--- src/rtl/input_port_ctrl_if.sv ---
// input_port_ctrl_if: flit ingress, routing-table lookup and arbiter request bundle.
`ifndef ADDR_SZ
`define ADDR_SZ 4
`endif
`ifndef BITS_DIR
`define BITS_DIR 3
`endif
`ifndef LOCAL
`define LOCAL 3'd0
`define EAST 3'd1
`define WEST 3'd2
`define NORTH 3'd3
`define SOUTH 3'd4
`endif

interface input_port_ctrl_if #(
    parameter int DEPTH      = 4,
    parameter int PAYLOAD_SZ = 8
);
    localparam int FW = `ADDR_SZ + PAYLOAD_SZ;
    localparam int CW = $clog2(DEPTH) + 1;
    logic                 in_valid;
    logic [FW-1:0]        in_data;
    logic                 in_ready;
    logic [`ADDR_SZ-1:0]  table_addr;
    logic [`BITS_DIR-1:0] table_data;
    logic                 req_valid;
    logic [`BITS_DIR-1:0] req_dir;
    logic                 grant;
    logic [FW-1:0]        out_data;
    logic [CW-1:0]        count;
    modport slave (
        input  in_valid, in_data, table_data, grant,
        output in_ready, table_addr, req_valid, req_dir, out_data, count
    );
    modport master (
        output in_valid, in_data, table_data, grant,
        input  in_ready, table_addr, req_valid, req_dir, out_data, count
    );
endinterface

--- src/rtl/input_port_ctrl.sv ---
// input_port_ctrl: router input port -- circular flit FIFO plus IDLE/ROUTE/REQ request FSM.
module input_port_ctrl #(
    parameter int DEPTH      = 4,
    parameter int PAYLOAD_SZ = 8
) (
    input logic              clk,
    input logic              rst_n,
    input_port_ctrl_if.slave bus
);
    localparam int FW = `ADDR_SZ + PAYLOAD_SZ;
    localparam int AW = $clog2(DEPTH);
    localparam int CW = AW + 1;

    typedef enum logic [1:0] {IDLE, ROUTE, REQ} state_t;

    logic [FW-1:0]        mem_q [DEPTH];
    logic [AW-1:0]        wr_q, rd_q;
    logic [CW-1:0]        count_q, count_d;
    logic [`BITS_DIR-1:0] dir_q, dir_d;
    state_t               state_q, state_d;
    logic                 push, pop;
    logic [FW-1:0]        head;

    assign head           = mem_q[rd_q];
    assign bus.in_ready   = count_q != CW'(DEPTH);
    assign push           = bus.in_valid && bus.in_ready;
    assign pop            = state_q == REQ && bus.grant;
    assign count_d        = count_q + CW'(push) - CW'(pop);
    assign bus.table_addr = count_q == '0 ? '0 : head[FW-1 -: `ADDR_SZ];
    assign bus.req_valid  = state_q == REQ;
    assign bus.req_dir    = dir_q;
    assign bus.out_data   = head;
    assign bus.count      = count_q;

    // Direction is latched once in ROUTE so later table changes cannot disturb a pending request.
    always_comb begin
        state_d = state_q;
        dir_d   = dir_q;
        case (state_q)
            IDLE:    state_d = count_q != '0 ? ROUTE : IDLE;
            ROUTE: begin
                dir_d   = bus.table_data;
                state_d = REQ;
            end
            REQ:     state_d = !bus.grant ? REQ : (count_d != '0 ? ROUTE : IDLE);
            default: state_d = IDLE;
        endcase
    end

    always_ff @(posedge clk or negedge rst_n) begin
        if (!rst_n) begin
            state_q <= IDLE;
            dir_q   <= '0;
            count_q <= '0;
            wr_q    <= '0;
            rd_q    <= '0;
        end else begin
            state_q <= state_d;
            dir_q   <= dir_d;
            count_q <= count_d;
            wr_q    <= push ? wr_q + AW'(1) : wr_q;
            rd_q    <= pop ? rd_q + AW'(1) : rd_q;
        end
    end

    always_ff @(posedge clk) begin
        if (push) mem_q[wr_q] <= bus.in_data;
    end
endmodule
--- src/flat_wrapper.sv ---
// flat-port wrapper written by rule: the top's interface ports become plain ports
module input_port_ctrl_flat 
#(
    parameter int DEPTH      = 4,
    parameter int PAYLOAD_SZ = 8
)
  (clk, rst_n, bus_in_valid, bus_in_data, bus_table_data, bus_grant, bus_in_ready, bus_table_addr, bus_req_valid, bus_req_dir, bus_out_data, bus_count);
  input_port_ctrl_if #(.DEPTH(DEPTH), .PAYLOAD_SZ(PAYLOAD_SZ)) bus_i ();
  input logic clk;
  input logic rst_n;
  input wire logic [$bits(bus_i.in_valid)-1:0] bus_in_valid;
  input wire logic [$bits(bus_i.in_data)-1:0] bus_in_data;
  input wire logic [$bits(bus_i.table_data)-1:0] bus_table_data;
  input wire logic [$bits(bus_i.grant)-1:0] bus_grant;
  output wire logic [$bits(bus_i.in_ready)-1:0] bus_in_ready;
  output wire logic [$bits(bus_i.table_addr)-1:0] bus_table_addr;
  output wire logic [$bits(bus_i.req_valid)-1:0] bus_req_valid;
  output wire logic [$bits(bus_i.req_dir)-1:0] bus_req_dir;
  output wire logic [$bits(bus_i.out_data)-1:0] bus_out_data;
  output wire logic [$bits(bus_i.count)-1:0] bus_count;
  assign bus_i.in_valid = bus_in_valid;
  assign bus_i.in_data = bus_in_data;
  assign bus_i.table_data = bus_table_data;
  assign bus_i.grant = bus_grant;
  assign bus_in_ready = bus_i.in_ready;
  assign bus_table_addr = bus_i.table_addr;
  assign bus_req_valid = bus_i.req_valid;
  assign bus_req_dir = bus_i.req_dir;
  assign bus_out_data = bus_i.out_data;
  assign bus_count = bus_i.count;
  input_port_ctrl #(.DEPTH(DEPTH), .PAYLOAD_SZ(PAYLOAD_SZ)) u_core (.clk(clk), .rst_n(rst_n), .bus(bus_i));
endmodule
--- config.mk ---
export PLATFORM = sky130hd
export DESIGN_NAME = input_port_ctrl_flat
export DESIGN_NICKNAME = d
export VERILOG_FILES = /design/src/rtl/input_port_ctrl_if.sv /design/src/rtl/input_port_ctrl.sv /design/src/flat_wrapper.sv
export SDC_FILE = /design/constraint.sdc
export NUM_CORES = 1
export LEC_CHECK = 0
export CAP_MARGIN = 15
export CORE_UTILIZATION = 45
export DETAILED_ROUTE_END_ITERATION = 12
export PLACE_DENSITY = 0.68
export SETUP_SLACK_MARGIN = 0.1
export SLEW_MARGIN = 20
export SYNTH_ARGS = -nofsm -noshare
export SYNTH_HDL_FRONTEND = slang
export SYNTH_SLANG_ARGS = --single-unit
--- constraint.sdc ---
create_clock -name clk -period 6.35 [get_ports clk]
set_clock_uncertainty 0.2 [all_clocks]
set_input_delay 1.27 -clock clk [delete_from_list [all_inputs] [get_ports clk]]
set_output_delay 1.27 -clock clk [all_outputs]
set_load 0.005 [all_outputs]
Word-level counts from Yosys, hierarchy flattened
Memory sizes are Yosys's and may differ from the RTL's.
Cells that the tools add are included.
- bits of input ports: 19
- memories kept: 1
- RAM bits: 48
- output and inout bits: 24
- bits in registers: 12
- muxes and demuxes: 7
- reduce and logical (&&, ||, !) cells: 6
- equality and inequality tests: 3
- add/sub/neg operators: 4
- memory list (name ; words ; width ; rd ports ; clocked after memory_dff ; wr ports ; line ; RTL):
    u_core.mem_q ; 4 ; 12 ; 1 ; 0 ; 1 ; input_port_ctrl.sv:16 ; logic [FW-1:0] mem_q [DEPTH];
- operators with widths (kind ; number):
    $pmux W2 S3 ; 1
    $reduce_bool A3 Y1 ; 2
    $add A2 B1 Y2 const B ; 2
    $mux W1 ; 4
    $mux W4 ; 1
    $add A3 B1 Y3 ; 1
    $logic_not A3 Y1 ; 1
    $ne A3 B3 Y1 const B ; 1
    $sub A3 B1 Y3 ; 1
    $eq A2 B1 Y1 const B ; 1
    $eq A2 B2 Y1 const B ; 1
    $logic_and A1 B1 Y1 ; 2
    $logic_not A2 Y1 ; 1
    $mux W2 ; 1

Depth between registers and ports, before layout
- depth in word-level cells: 8
- gate-level depth with buffers: 10

Worst setup path before layout
Ideal clock, no wire load.
- path kind: input to register
- start: input bus_grant
- end: register u_core.state_q[0]
- setup time: 0.137 ns
- slack: 3.388 ns
- arrival: 2.625 ns
- data required time: 6.013 ns
- stages: 9
- path buffers: 0
- cells stage by stage: nand2_1 -> inv_1 -> ha_1 -> inv_1 -> ha_1 -> fa_1 -> xnor3_1 -> nor3_1 -> o32ai_1
- longest elaborated chain between the ends: 6
- ends and longest elaborated chain (what ; line ; RTL):
    start, declared ; flat_wrapper.sv:14 ; input wire logic [$bits(bus_i.grant)-1:0] bus_grant;
    $logic_and A1 B1 Y1 ; input_port_ctrl.sv:27 ; assign pop = state_q == REQ && bus.grant;
    named net u_core.pop ; input_port_ctrl.sv:21 ; logic push, pop;
    $sub A3 B1 Y3 ; input_port_ctrl.sv:28 ; assign count_d = count_q + CW'(push) - CW'(pop);
    named net u_core.count_d[2] ; input_port_ctrl.sv:18 ; logic [CW-1:0] count_q, count_d;
    $reduce_bool A3 Y1 ; input_port_ctrl.sv:45 ; REQ: state_d = !bus.grant ? REQ : (count_d != '0 ? ROUTE : IDLE);
    $mux W1 ; input_port_ctrl.sv:45 ;
    $mux W2 ; input_port_ctrl.sv:45 ;
    $pmux W2 S3 ; input_port_ctrl.sv:39 ; case (state_q)
    named net u_core.state_d[0] ; input_port_ctrl.sv:20 ; state_t state_q, state_d;
    end signal, assigned ; input_port_ctrl.sv:58 ; state_q <= state_d;
    end, declared ; input_port_ctrl.sv:20 ;
The timed path passes the listed nets, and every way through them passes these cells.
A chain may end at the register's enable or synchronous reset.

Final worst setup path
- start: register u_core.rd_q[0]
- end: output bus_table_addr[2]
- longest elaborated chain between the ends: 2
- ends and longest elaborated chain (what ; line ; RTL):
    start, declared ; input_port_ctrl.sv:17 ; logic [AW-1:0] wr_q, rd_q;
    start signal, assigned ; input_port_ctrl.sv:62 ; rd_q <= pop ? rd_q + AW'(1) : rd_q;
    $mem_v2 Z4 W12 ; n/a ;
    $mux W4 ; input_port_ctrl.sv:29 ; assign bus.table_addr = count_q == '0 ? '0 : head[FW-1 -: `ADDR_SZ];
    end, declared ; flat_wrapper.sv:16 ; output wire logic [$bits(bus_i.table_addr)-1:0] bus_table_addr;
Every way passes these cells.

==> metrics <==
outcome finished, final reports clean; combinational family with the most area after synthesis multiplexers; Worst-path clk slew 60 ps; setup TNS 0 ps; clk root buf clkbuf_8; mux share of post-synthesis cell area 0.1419; Synth warnings 0; post-synthesis compound-gate area fraction 0.01040; clock latency on the worst-skew pair 330 ps; Die Span Y 75.14 um; post-synthesis async set-or-reset flop share 0.2000; width of the die 75.14 um; CP required 4880 ps; largest net degree at the start of global routing 15; nets 193; Synth Area in Simple Gates 0.03690; Rel. slew slack 0.4572; synthesized area 2407 sq um; Crit-path slowest cell dfrtp_1; first-pass GRT wire length 6210 um; Mapped Cells 117; Final setup viols 0; Seq/Total Area, Yosys 0.7235; Initial Utilization 0.4684; Max Freq 255.3 MHz; RSZ-0062 raised after global routing no; DRC 0; Pwr Density 473.5 nW/um^2; grt ovf 0; Total Routing Usage GR 0.1696; Clock Tree Buf Depth 2; worst hold-check slack 301.1 ps; post-synthesis cell type count 23; Pleak 1.121 nW; I/O Buffers 42; total setup buffers inserted after CTS 0; Area Overhead vs Synth 28.17%; syn nets 143; final hold violation count 0; min Tclk post-route 3916 ps; routability cong. 0.8156; placed cell area 2879 sq um; # hold bufs at CTS 0; post-layout util 0.6003; drt via density 4.967; worst-margin pin slew 814.2 ps; Mapped Avg Cell Area 20.58 sq um; vias 1202; Hold WC Path Type reg -> reg; vias in the first global route 1238; layout cells sized above 1 0.1279; max incr delay on CP 870 ps; die area 5646 sq um; initial antenna violation count 0; remaining antenna violation count 0; core area 5140 sq um; CTS tree done; H-tree Lvls 3; number of synthesized flops with an enable pin 48; register bit count reported by yosys 60; FILL cells 411; Pre-antenna DRT Iters 4; io pins 43; Num CTS Buffers 9; row count 26; VDD IR-drop max 218.3 uV; CTS resizes 0; HPWL after DPL 2691 um; Synth Area in XOR/XNOR 0.02027; Synth Area in Adders 0.03950; max-slew violations 0; crit path capture type primary output; crit path DAT 2450 ps; post-DR wirelength/cell 16.38 um; total power 0.001461 W; Routed WL 3963 um; Max Cap Viol 0; Main synth FF type edfxtp_1; n_diodes 0; crit path launch type flip-flop; DRT iter0 DRCs 74; final period utilization 0.6167; design area 3085 sq um; CTS Sinks 60; critical path class reg -> out; CP max FO 14; CP Cell Sequence mux4_2, nor2b_1, clkdlybuf4s50_1
path summary, 6_finish.rpt:
| path | cells after the start | from | slack, ps | endpoint |
|---|---|---|---|---|
| worst max-delay path | 3 | u_core.rd_q[0] | 2430 | bus_table_addr[2] |
| min in group asynchronous | 1 | rst_n | 1090 | u_core.state_q[1] |
| max in group asynchronous | 1 | rst_n | 4510 | u_core.bus.count[2] |
| worst min-delay path | 1 | u_core.state_q[0] | 300 | u_core.state_q[0] |
| worst max register to register | 10 | u_core.state_q[1] | 3910 | u_core.state_q[0] |
| worst min register to register | 1 | u_core.state_q[0] | 300 | u_core.state_q[0] |
Yosys cell counts, drive strengths merged, types with 2 or more instances:
cell type  instances  area, sq um
and2               4        25.02
buf                3        36.28
dfrtp             12        300.3
edfxtp            48         1441
ha                 6        75.07
inv                8        30.03
mux2               4        45.04
mux4              12        296.5
nand2              2        7.510
nor2b              5        31.28
nor3               2        10.01
xnor2              3        26.28
layer usage:
layer | part of all wire | global-route usage | vias up
li1 | - | - | 557
met2 | 0.50 | 0.2633 | 42
met4 | 0.023 | 0.09877 | 0
met3 | 0.061 | 0.06827 | 10
met5 | 0 | 0 | -
met1 | 0.42 | 0.2019 | 593
cell families after synthesis:
| group | after synthesis |
|---|---|
| XOR/XNOR | 4 |
| buffers and inverters | 11 |
| AO/OA/AOI/OAI | 3 |
| AND/OR/NAND/NOR | 16 |
| multiplexers | 16 |
| flip-flops | 60 |
| adder cells (fa/ha/maj) | 7 |
through the flow:
stage,setup WS [ps],cells
after detailed placement,2739,226
final,2434,242
after global placement,2739,226
after CTS,2376,242
after floorplan,3388,117
after global routing,2291,242
layout by cell type, fill, tap and decap left out, drive strengths merged, types with 2 or more instances in the layout:
cell type      instances
xnor2                  3
nand2                  2
nor2b                  5
and2                   4
dfrtp                 12
ha                     6
clkinv                 3
edfxtp                48
bufinv                 2
inv                    8
mux4                  12
mux2                   4
clkbuf                10
clkdlybuf4s50         42
nor3                   2
flip-flops by register name (all words and copies together) (netlist names):
signal / flops
u_core.bus.req_dir: 3
u_core.rd_q: 2
u_core.state_q: 2
u_core.wr_q: 2
u_core.mem_q: 48
u_core.bus.count: 3
layout make-up:
cell class	count	area (sq um)	share of cell area
Sequential cell	60	1742	0.5645
Clock inverter	6	78.83	0.02555
Multi-Input combinational cell	46	599.3	0.1942
Inverter	8	30.03	0.009732
Timing Repair Buffer	42	420.4	0.1363
Clock buffer	10	127.6	0.04136
Tap cell	70	87.58	0.02839
report_power, final:
part           switching [W]  internal, W  leakage [nW]
Clock               0.000138     0.000217        0.0990
Combinational       0.000176     0.000315         0.441
Sequential         0.0000803     0.000535         0.581
Total               0.000394      0.00107          1.12
critical path: cells and delay by family, from the launching register on:
kind | cells | cell delay (ps)
and+or+nand+nor | 1 | 150
DFF | 1 | 870
muxes | 1 | 620
buffers and inverters | 1 | 470
Note: power is estimated with default switching activity, not from simulation.
==> patch 1: new RTL, same settings <==
`PAYLOAD_SZ` is set to 8 in 3 places; all go to 12.
--- a/src/rtl/input_port_ctrl_if.sv
+++ b/src/rtl/input_port_ctrl_if.sv
@@ -17,3 +17,3 @@
     parameter int DEPTH      = 4,
-    parameter int PAYLOAD_SZ = 8
+    parameter int PAYLOAD_SZ = 12
 );
--- a/src/rtl/input_port_ctrl.sv
+++ b/src/rtl/input_port_ctrl.sv
@@ -3,3 +3,3 @@
     parameter int DEPTH      = 4,
-    parameter int PAYLOAD_SZ = 8
+    parameter int PAYLOAD_SZ = 12
 ) (
--- a/src/flat_wrapper.sv
+++ b/src/flat_wrapper.sv
@@ -4,3 +4,3 @@
     parameter int DEPTH      = 4,
-    parameter int PAYLOAD_SZ = 8
+    parameter int PAYLOAD_SZ = 12
 )
Interface: changed (resized bus_in_data and bus_out_data); port bits go from 43 to 51. No check against the original RTL was run, so the function may have changed too.
==> patch 1 against the unedited design <==
Cell area is 21% higher. Sequential cell count increased by 16. Worst setup slack worse by 0.16 ns. Register-to-register slack lost 0.06 ns. Sequential power rose by 25%. Synthesized area grew 25%. Clock power fell by 11%. Power increased by 14%. Global-route usage is 1.1 points lower. Utilization fell by 1.6 points. Non-clock buffer count increased by 8. Wire length grew 25%. Largest power group unchanged.
==> patch 1: results (changes against the unedited design) <==
[layout]
largest_reg_flops=64  ; was 48
nets=225  ; was 193
drive_gt1_share_pct=11.0  ; was 12.8%
diodes=0  ; unchanged

[sta]
hold_slack_ns=0.303  ; was 0.301 ns
fin_tns_setup_ns=0  ; unchanged
hold_viol_final=0  ; unchanged
layout_setup_ws_ns=2.28  ; was 2.43 ns
worst_pin_slew_ns=1.00  ; was 0.814 ns

[clocking]
numCtsBuffers=9  ; unchanged
post_cts_buffers=0  ; unchanged
root_buffer=clkbuf_8  ; unchanged

[synth]
synth_ff_type=edfxtp_1  ; unchanged
ys_seq_area_share_pct=74.0  ; was 72.3%
synth_fa_ha_area_share_pct=3.17  ; was 3.95%
yosys-top-cells-area=edfxtp_1 (64%), mux4_1 (11%), dfrtp_1 (10%), mux4_2 (3.0%), ha_1 (2.5%)  ; was edfxtp_1 (60%), dfrtp_1 (12%), mux4_1 (7.6%), mux4_2 (4.7%), ha_1 (3.1%)
synth_edf_count=64  ; was 48
synth-xor-area-share_pct=1.63  ; was 2.03%
yosysWarningCount=0  ; unchanged
syn-num-nets=168  ; was 143
netlist_top_cells_count=edfxtp_1 (64), dfrtp_1 (12), mux4_1 (12), inv_1 (8), ha_1 (6)  ; was edfxtp_1 (48), dfrtp_1 (12), inv_1 (8), mux4_1 (7), ha_1 (6)
yosys-mux-area-fraction_pct=15.0  ; was 14.2%
synth_compound_area_share_pct=0.834  ; was 1.04%
async_flop_share_pct=15.8  ; was 20.0%

[power]
p_leak_nw=1.34  ; was 1.12 nW
max-vdd-ir-drop_uv=220  ; was 218 uV

[global_route]
grt_pass1_vias=1576  ; was 1238
grt_max_degree=19  ; was 15
track_usage_pct=15.9  ; was 17.0%
grt_pass1_wl_microns=8020  ; was 6210 microns

[routing]
vias=1446  ; was 1202
drtIter0Drc=116  ; was 74
wirelength_microns=4940  ; was 3960 microns
drt_pre_antenna_iters=4  ; unchanged

[critical_path]
r2r_slack_ns=3.85  ; was 3.91 ns
cp_slowest_stage_delay_ns=1.01  ; was 0.87 ns
cp_max_fo=18  ; was 14
crit_family=flip-flops  ; unchanged
rr_worst_depth=10  ; unchanged
critPathArrivalTime_ns=2.60  ; was 2.45 ns
crit_slowest_cell=dfrtp_1  ; unchanged

[placed_design]
portBuffers=50  ; was 42
place.gp.congestion=0.708  ; was 0.816
dp.final_hpwl_microns=3200  ; was 2690 microns
pre_cts_ws_ns=2.58  ; was 2.74 ns

[run_status]
status=completed  ; unchanged

## patch 1: cell types whose count changed after synthesis, sizes merged
cell	change
edfxtp	+16
mux4	+4
buf	+1
## patch 1: path summary, 6_finish.rpt
path	endpoint	from
worst max-delay path	bus_table_addr[3]	u_core.rd_q[0]$_DFFE_PN0P_
worst min-delay path	u_core.bus.req_dir[0]$_DFFE_PN0N_	u_core.bus.req_dir[0]$_DFFE_PN0N_
worst max register to register	u_core.state_q[0]$_DFF_PN0_	u_core.state_q[1]$_DFF_PN0_
worst min register to register	u_core.bus.req_dir[0]$_DFFE_PN0N_	u_core.bus.req_dir[0]$_DFFE_PN0N_
max in group asynchronous	u_core.rd_q[0]$_DFFE_PN0P_	rst_n
min in group asynchronous	u_core.bus.count[2]$_DFF_PN0_	rst_n
## patch 1: layout make-up
type	count	area (sq um)
Fill cell	490	2660
Sequential cell	76	2220
Multi-Input combinational cell	50	708
Timing Repair Buffer	50	500
Clock buffer	14	163
Tap cell	77	96.3
Inverter	8	30.0
Clock inverter	2	10.0
## patch 1: per-stage QoR
step | cell area, sq um | std cells
5_1_grt | 3730 | 277
2_1_floorplan | 3000 | 138
3_3_place_gp | 3560 | 261
6_report | 3730 | 277
3_5_place_dp | 3560 | 261
4_1_cts | 3730 | 277
## patch 1: where the power goes
group | total, mW | leakage [nW] | internal (mW) | switching (mW)
clock network | 0.316 | 0.0905 | 0.163 | 0.153
logic | 0.574 | 0.517 | 0.367 | 0.207
registers | 0.772 | 0.728 | 0.674 | 0.0972
total | 1.66 | 1.34 | 1.20 | 0.458
## patch 1: per-layer routing
layer,track usage (%),up-vias,share of wire [%]
li1,-,664,-
met1,18.2,740,40
met2,27.5,35,53
met3,3.66,7,4.9
met4,8.78,0,1.9
met5,0,-,0
## patch 1: cell families after synthesis
| group | after synthesis |
|---|---|
| flops | 76 |
| mux | 20 |
| simple gates | 16 |
| buf+inv | 12 |
| fa+ha+maj | 7 |
| xor+xnor | 4 |
| compound gates | 3 |
## patch 1: worst reg2reg max path, stage by stage, from the launching register on
cell	delay, ns
dfrtp_1	0.39
nor2b_1	0.17
nand2_1	0.13
inv_1	0.06
ha_1	0.27
inv_1	0.04
ha_1	0.19
fa_1	0.37
xnor3_1	0.22
nor3_1	0.20
o32ai_1	0.11
==> patch 2: new RTL, same flow settings <==
Without the edit above. Reset style: synchronous (`rst_n`), changed in one clocked block.
--- a/src/rtl/input_port_ctrl.sv
+++ b/src/rtl/input_port_ctrl.sv
@@ -49,3 +49,3 @@
 
-    always_ff @(posedge clk or negedge rst_n) begin
+    always_ff @(posedge clk) begin
         if (!rst_n) begin
Formal check against the unedited RTL: differs if rst_n is asserted again (counterexample within 4 cycles, from zero or initial values and one cycle with rst_n low); with rst_n held inactive, the same outputs for 10 cycles.
==> patch 2 against the unedited design <==
Power shrank 22%. Global-route usage up 0.10 points. Cell area rose by 1.8%. Final cell count is 7.0% higher. Wire length rose by 9.0%. Maximum frequency rose by 0.85%. Clock power grew 1%. Synthesized area increased by 0.88%. Sequential cell count grew 2. Via count up 9.4%. Worst setup slack gained 0.033 ns. First-iteration DRC count increased by 12%.
==> patch 2: results (changes against the unedited design) <==
[sta]
worst_pin_slew_ns=0.888  ; was 0.814 ns

[power]
p_leak_nw=1.11  ; was 1.12 nW
power.switching_mw=0.287  ; was 0.394 mW
clkPwrFrac_pct=31.5  ; was 24.3%
switching_share_pct=25.1  ; was 27.0%
max-vdd-ir-drop_uv=224  ; was 218 uV

[critical_path]
cp_max_fo=12  ; was 14
cp_slowest_stage_delay_ns=0.83  ; was 0.87 ns
crit_slowest_cell=dfxtp_1  ; was dfrtp_1

[layout]
clkbuf_count=13  ; was 10
nets=210  ; was 193
multi_input_area_share_pct=20.9  ; was 19.4%
seq_share_pct=54.8  ; was 56.4%
inverters_excl_clock=9  ; was 8
nMultiInputCombCells=60  ; was 46
clk_share_pct=7.05  ; was 6.69%
multiInputGateArea_sq_um=657  ; was 599 sq um
drive_gt1_share_pct=13.8  ; was 12.8%
fin_cells=259  ; was 242

[global_route]
grt_max_degree=13  ; was 15
grt_pass1_vias=1339  ; was 1238
track_usage_pct=17.1  ; was 17.0%

[synth]
syn_area_sq_um=2430  ; was 2410 sq um
syn-num-nets=159  ; was 143
synth.distinct_cells=29  ; was 23
yosys-top-cells-area=edfxtp_1 (59%), dfxtp_1 (12%), mux4_2 (7.4%), mux4_1 (4.3%), ha_1 (3.1%)  ; was edfxtp_1 (60%), dfrtp_1 (12%), mux4_1 (7.6%), mux4_2 (4.7%), ha_1 (3.1%)
async_flop_share_pct=0  ; was 20.0%
netlist_top_cells_count=edfxtp_1 (48), dfxtp_1 (14), inv_1 (8), mux4_2 (8), nor2_1 (7)  ; was edfxtp_1 (48), dfrtp_1 (12), inv_1 (8), mux4_1 (7), ha_1 (6)
ys_seq_area_share_pct=70.9  ; was 72.3%

[placed_design]
place.gp.congestion=0.743  ; was 0.816
place_inst=243  ; was 226
pre_cts_ws_ns=2.59  ; was 2.74 ns
dpl_cell_area_sq_um=2920  ; was 2880 sq um

[run_status]
status=completed  ; unchanged

[routing]
drtIter0Drc=83  ; was 74
viasPerCell=5.08  ; was 4.97

## patch 2: cell types whose count changed after synthesis, sizes merged, moves of 2 or more
cell / before / now
nor2: 1 / 7
dfrtp: 12 / 0
xnor2: 3 / 1
dfxtp: 0 / 14
and3: 0 / 4
nand2: 2 / 0
a21oi: 0 / 3
mux2: 4 / 0
mux2i: 0 / 3
## patch 2: kinds of logic (layout without fill, tap and decap cells)
kind of cell | Yosys count | count (layout) | synth area share [%]
simple gates | 28 | 28 | 6.80
fa+ha+maj | 7 | 7 | 3.92
xor+xnor | 3 | 3 | 1.65
mux | 15 | 15 | 13.0
buf+inv | 11 | 67 | 2.06
compound gates | 7 | 7 | 1.70
flops | 62 | 62 | 70.9
## patch 2: final timing paths
kind                                     start                            to  slack, ns  cells after the start
setup / recovery                      register             bus_table_addr[2]       2.47                      3
hold / removal    u_core.state_q[0]$_SDFF_PN0_  u_core.state_q[0]$_SDFF_PN0_       0.30                      1
hold reg to reg   u_core.state_q[0]$_SDFF_PN0_  u_core.state_q[0]$_SDFF_PN0_       0.30                      1
setup reg to reg  u_core.state_q[0]$_SDFF_PN0_  u_core.state_q[0]$_SDFF_PN0_       3.99                      8
## patch 2: layer usage
| metal | global-route usage [%] | wire length, microns |
|---|---|---|
| met5 | 0 | 0 |
| met4 | 10.5 | 98 |
| met3 | 4.50 | 158 |
| met2 | 28.6 | 2230 |
| met1 | 19.7 | 1830 |
## patch 2: worst reg2reg max path: stages, from the launching register on
cell	delay [ns]
dfxtp_1	0.39
and3b_1	0.23
ha_1	0.28
inv_1	0.04
ha_1	0.18
fa_1	0.38
xnor3_1	0.22
o311ai_1	0.24
a211oi_1	0.10
